**src/rtl/cv32e40p_ft_error_monitor.sv**
```systemverilog
// Error monitor for the triple-redundant units and their 3-way voters.
// Per unit it keeps a saturating corrected-error counter and a burst counter
// that is reset every WINDOW cycles. The burst counter flags suspected
// permanent faults.
// It latches uncorrectable events into sticky flags and registers an
// interrupt from them. Counters are read through a two-state request/grant port.
// Ports:
//   clk, rst_n                            clock, async active-low reset
//   error_correct_i / error_detected_i    per-unit voter flags
//   rd_req_i, rd_addr_i, rd_clr_i         read request, unit index, clear-on-read
//   rd_gnt_o, rd_valid_o, rd_data_o       grant, 1-cycle data valid, counter value
//   sticky_clr_i                          clears perm_fault_o and uncorr_o
//   perm_fault_o, uncorr_o, irq_o         sticky flags and registered interrupt
module cv32e40p_ft_error_monitor #(
  parameter int NUM_UNITS   = 8,
  parameter int CNT_W       = 16,
  parameter int PERM_THRESH = 4,
  parameter int WINDOW      = 256,
  parameter int ADDR_W      = $clog2(NUM_UNITS)
) (
  input  logic                 clk,
  input  logic                 rst_n,
  input  logic [NUM_UNITS-1:0] error_correct_i,
  input  logic [NUM_UNITS-1:0] error_detected_i,
  input  logic                 rd_req_i,
  input  logic [ADDR_W-1:0]    rd_addr_i,
  input  logic                 rd_clr_i,
  output logic                 rd_gnt_o,
  output logic                 rd_valid_o,
  output logic [CNT_W-1:0]     rd_data_o,
  input  logic                 sticky_clr_i,
  output logic [NUM_UNITS-1:0] perm_fault_o,
  output logic                 uncorr_o,
  output logic                 irq_o
);

  localparam int               WIN_W    = $clog2(WINDOW);
  localparam logic [WIN_W-1:0] WIN_LAST = WIN_W'(WINDOW - 1);
  localparam logic [7:0]       THRESH   = 8'(PERM_THRESH);
  localparam logic [CNT_W-1:0] CNT_MAX  = '1;

  typedef enum logic {IDLE, RESP} state_t;

  state_t               state_q, state_d;
  logic [WIN_W-1:0]     win_q;
  logic                 win_last;
  logic [CNT_W-1:0]     cnt_q   [NUM_UNITS];
  logic [7:0]           burst_q [NUM_UNITS];
  logic [NUM_UNITS-1:0] perm_set;
  logic [NUM_UNITS-1:0] clr_hit;
  logic                 uncorr_any;
  logic                 addr_ok;

  assign win_last   = (win_q == WIN_LAST);
  assign uncorr_any = |(error_detected_i & ~error_correct_i);
  // The address port may be wider than the unit count; such reads return 0.
  assign addr_ok    = (32'(rd_addr_i) < 32'(NUM_UNITS));

  // Read FSM: grant is combinational in IDLE, RESP blocks new requests.
  always_comb begin
    state_d    = state_q;
    rd_gnt_o   = 1'b0;
    rd_valid_o = 1'b0;
    case (state_q)
      IDLE: begin
        rd_gnt_o = rd_req_i;
        if (rd_req_i) state_d = RESP;
      end
      RESP: begin
        rd_valid_o = 1'b1;
        state_d    = IDLE;
      end
      default: state_d = IDLE;
    endcase
  end

  always_ff @(posedge clk or negedge rst_n) begin
    if (!rst_n) state_q <= IDLE;
    else        state_q <= state_d;
  end

  // Perm-fault set uses the incremented burst value. A corr event that lands
  // on the last window cycle never contributes to a burst.
  always_comb begin
    perm_set = '0;
    clr_hit  = '0;
    for (int u = 0; u < NUM_UNITS; u++) begin
      perm_set[u] = error_correct_i[u] && !win_last &&
                    ((burst_q[u] + 8'd1) == THRESH);
      clr_hit[u]  = rd_gnt_o && rd_clr_i && addr_ok &&
                    (rd_addr_i == ADDR_W'(u));
    end
  end

  always_ff @(posedge clk or negedge rst_n) begin
    if (!rst_n) begin
      win_q <= '0;
    end else if (win_last) begin
      win_q <= '0;
    end else begin
      win_q <= win_q + WIN_W'(1);
    end
  end

  // Clear-on-read restarts the counter from this cycle's event, so no
  // event is lost between the captured value and the cleared counter.
  always_ff @(posedge clk or negedge rst_n) begin
    if (!rst_n) begin
      for (int u = 0; u < NUM_UNITS; u++) begin
        cnt_q[u]   <= '0;
        burst_q[u] <= '0;
      end
    end else begin
      for (int u = 0; u < NUM_UNITS; u++) begin
        if (clr_hit[u]) begin
          cnt_q[u] <= CNT_W'(error_correct_i[u]);
        end else if (error_correct_i[u] && (cnt_q[u] != CNT_MAX)) begin
          cnt_q[u] <= cnt_q[u] + CNT_W'(1);
        end

        if (win_last) begin
          burst_q[u] <= '0;
        end else if (error_correct_i[u] && (burst_q[u] != 8'hFF)) begin
          burst_q[u] <= burst_q[u] + 8'd1;
        end
      end
    end
  end

  // Sticky flags: a set in the same cycle as a clear wins.
  always_ff @(posedge clk or negedge rst_n) begin
    if (!rst_n) begin
      perm_fault_o <= '0;
      uncorr_o     <= 1'b0;
      irq_o        <= 1'b0;
    end else begin
      perm_fault_o <= perm_set | (perm_fault_o & {NUM_UNITS{~sticky_clr_i}});
      uncorr_o     <= uncorr_any | (uncorr_o & ~sticky_clr_i);
      irq_o        <= (|perm_fault_o) | uncorr_o;
    end
  end

  // The captured value is the counter before this cycle's update.
  always_ff @(posedge clk or negedge rst_n) begin
    if (!rst_n) begin
      rd_data_o <= '0;
    end else if (rd_gnt_o) begin
      rd_data_o <= addr_ok ? cnt_q[rd_addr_i] : '0;
    end
  end

endmodule
```
**config.mk**
```make
export PLATFORM = sky130hd
export DESIGN_NAME = cv32e40p_ft_error_monitor
export DESIGN_NICKNAME = d
export VERILOG_FILES = /design/src/rtl/cv32e40p_ft_error_monitor.sv
export SDC_FILE = /design/constraint.sdc
export NUM_CORES = 1
export LEC_CHECK = 0
export BUFFER_PORTS_ARGS = -buffer_cell sky130_fd_sc_hd__buf_2
export CAP_MARGIN = 10
export CORE_MARGIN = 8
export CORE_UTILIZATION = 50
export DETAILED_ROUTE_END_ITERATION = 6
export PLACE_DENSITY = 0.67
export SLEW_MARGIN = 30
export SYNTH_ARGS = -nofsm -noshare
export SYNTH_HDL_FRONTEND = slang
export SYNTH_SLANG_ARGS = --single-unit
```
**constraint.sdc**
```tcl
create_clock -name clk -period 2.7 [get_ports clk]
set_clock_uncertainty 0.2 [all_clocks]
set_input_delay 0.54 -clock clk [delete_from_list [all_inputs] [get_ports clk]]
set_output_delay 0.54 -clock clk [all_outputs]
set_load 0.05 [all_outputs]
```
==> impl_metrics.tcl <==
set metrics [dict create \
    status "completed" \
    worstHoldPathType "in -> reg" \
    power_switching_mw 4.27 \
    internal-power_mw 7.47 \
    syn-instance-count 1420 \
    antenna_found_initial 1 \
    hpwl_um 26300 \
    layout-drive-gt1-share 0.125 \
    ir_worst_vdd_v 0.000399 \
    arrival_ns 2.50 \
    cp.required_ns 2.91 \
    detail-route-antenna-nets 0 \
    cts_hold_buf 1 \
    h-tree-depth 1 \
    cp-end-kind "register" \
    wire_per_inst_um 19.7 \
    drt_wl_total_um 36200 \
    initial_core_util 0.504 \
    place_congestion 0.872 \
    criticalPathCategory "reg -> reg" \
    swShare 0.364 \
    synth_async_sr_flop_share 1.00 \
    dp_slack_ns 0.383 \
    grt_overflow 0 \
    yosysWarnings 0 \
    drtIter0Drc 1317 \
    worst_slew_pin_slew_ns 0.707 \
    crit_fanout 7 \
    finalCritPeriodShare 0.847 \
    synth_area_leaders "dfrtp_1, mux4_2, a21oi_1, nand2_1, mux2i_1" \
    synth_most_common_cell "dfrtp_1" \
    power.leakage_nw 6.14 \
    cts_made_buffers 26 \
    startpoint_type "register" \
    core-area_um2 26700 \
    vias_per_cell 6.49 \
    placementRows 60 \
    ys_ff_latch 227 \
    numClockSinks 227 \
    synth_commonest_cells "dfrtp_1, nand2_1, a21oi_1" \
    syn-cell-area_um2 13500 \
    combPwrFrac 0.239 \
    synth_seq_area_share 0.422 \
    n_antenna_cell 0 \
    clk_latency_ns 0.53 \
    io_buffers 51 \
    syn_to_final_growth_pct 12.3 \
    finalHoldViolations 0 \
    setup_viol 0 \
    fillers 2395 \
    timing.slew.headroom 0.525 \
    grt_util_all_layers 0.219 \
    drv_slew 0 \
    setup_ws_ns 0.414 \
    syn_area_per_cell_um2 9.48 \
    io_pins 52 \
    grt_max_degree 63 \
    vias 11900 \
    pwr-share-clk 0.292 \
    clockBufferDepth 3 \
    seq_power_share 0.469 \
    drv_cap 0 \
    die_width_um 180 \
    drc_errors 0 \
    max_freq_mhz 437 \
    yosys.area.top_type "dfrtp_1" \
    synth_ff_type "dfrtp_1" \
    multi_input_area_um2 7390 \
    die_y_um 180 \
    grt_pass1_vias 11300 \
    root_buffer "clkbuf_16" \
    synth_nets 1463 \
    grt_pass1_wl_um 59800 \
    p_per_area_nw_per_um2 777 \
    path_clk_slew_ns 0.06 \
    synth_cell_types 73 \
    first_pass_iters 5 \
    die_area_um2 32400 \
    post_cts_resized 0 \
    finalCriticalPeriod_ns 2.29 \
    setup-tns-final_ns 0 \
    tritoncts "done" \
    postCtsSetupBuffers 0 \
    regArea_um2 5680 \
    final_nets 1521 \
    synth_edf_count 0 \
    rsz0062_at_grt "false" \
    yosysTopAreaCellShare 0.422 \
]
[worst paths after layout]
path / end / cells after the start / slack, ns / from
max: cnt_q[30]$_DFFE_PN0P_ / 5 / 0.41 / cnt_q[16]$_DFFE_PN0P_
min: uncorr_o$_DFF_PN0_ / 3 / 0.05 / error_detected_i[1]
max reg2reg: cnt_q[30]$_DFFE_PN0P_ / 5 / 0.41 / cnt_q[16]$_DFFE_PN0P_
min reg2reg: rd_data_o[10]$_DFFE_PN0P_ / 2 / 0.28 / rd_data_o[10]$_DFFE_PN0P_
max in group asynchronous: uncorr_o$_DFF_PN0_ / 3 / 1.19 / rst_n
min in group asynchronous: cnt_q[111]$_DFFE_PN0P_ / 2 / 0.35 / rst_n
[kinds of logic (layout without fill, tap and decap cells)]
kind of cell / after synthesis / count (layout) / share of synthesized area
DFF: 227 / 227 / 0.422
adders and majority gates: 19 / 19 / 0.0177
and+or+nand+nor: 609 / 609 / 0.245
buffers and inverters: 98 / 174 / 0.0290
xor gates and xnor gates: 49 / 49 / 0.0319
muxes: 78 / 78 / 0.0880
AOI/OAI and AO/OA: 340 / 340 / 0.166
[per-stage QoR]
| stage | cells | utilization | total power [mW] | instance area, um2 | hold slack, ns |
|---|---|---|---|---|---|
| 3_3_place_gp | 1790 | 0.534 | 8.19 | 14300 | 0.260 |
| 2_1_floorplan | 1420 | - | 7.31 | 13500 | 0.0444 |
| 5_1_grt | 1837 | 0.566 | 12.5 | 15100 | 0.0787 |
| 6_report | 1837 | 0.566 | 11.7 | 15100 | 0.0493 |
| 4_1_cts | 1837 | 0.566 | 11.8 | 15100 | 0.0373 |
| 3_5_place_dp | 1790 | 0.534 | 8.32 | 14300 | 0.269 |
[layout make-up]
| type | instances | area share |
|---|---|---|
| multi-input cells | 1095 | 0.489 |
| flip-flops and latches | 227 | 0.376 |
| clock buffers | 42 | 0.0537 |
| repair buffers | 94 | 0.0432 |
| well taps | 341 | 0.0282 |
| inverters | 34 | 0.00844 |
| clock inverters | 4 | 0.00149 |
[critical path, stage by stage, from the launching register on]
cell and delay, ns:
dfrtp_1 0.51, ha_1 0.27, nand4_1 0.19, nor4_1 0.55
nor4bb_1 0.37, nor3_1 0.08
[flip-flops by register name, summed over array words and instances (netlist names)]
| register | flops |
|---|---|
| win_q | 8 |
| burst_q | 64 |
| perm_fault_o | 8 |
| irq_o | 1 |
| uncorr_o | 1 |
| rd_data_o | 16 |
| state_q | 1 |
| cnt_q | 128 |
[power groups by stage]
stage	Clock [mW]	Sequential, mW	Combinational [mW]
after floorplan	0	5.26	2.05
after global placement	0	5.48	2.72
after detailed placement	0	5.50	2.82
after CTS	3.52	5.46	2.83
after global routing	3.64	5.64	3.20
final	3.43	5.50	2.81
[routing by layer]
layer  wire length, um  track usage  vias to the layer above
met4               587       0.0476                        2
met5                13            0                        -
met1             16700        0.314                     5884
met3              2310       0.0276                       49
li1                  -            -                     5598
met2             16600        0.351                      382
[cell usage in the layout (no fill, tap or decap), types with 6 or more instances in the layout]
master / instances
xnor2_1: 18
buf_4: 37
nand3_1: 87
or3_1: 28
and3_1: 22
a41oi_1: 8
or4_1: 52
clkbuf_1: 7
a21oi_1: 106
and4_1: 24
nor3_1: 42
o211ai_1: 18
o41ai_1: 10
o311ai_0: 8
xor2_1: 31
o21ai_0: 59
nand2_1: 141
nand4_1: 54
nor2_1: 80
clkbuf_16: 27
dfrtp_1: 227
and2_1: 15
ha_1: 19
a211oi_1: 20
a31oi_1: 11
o21a_1: 6
a311oi_1: 6
nand2b_1: 20
nor4_1: 8
o31ai_1: 44
inv_1: 34
clkbuf_8: 8
mux2i_1: 46
buf_2: 50
mux4_2: 31
Note: power is estimated with default switching activity, not from simulation.
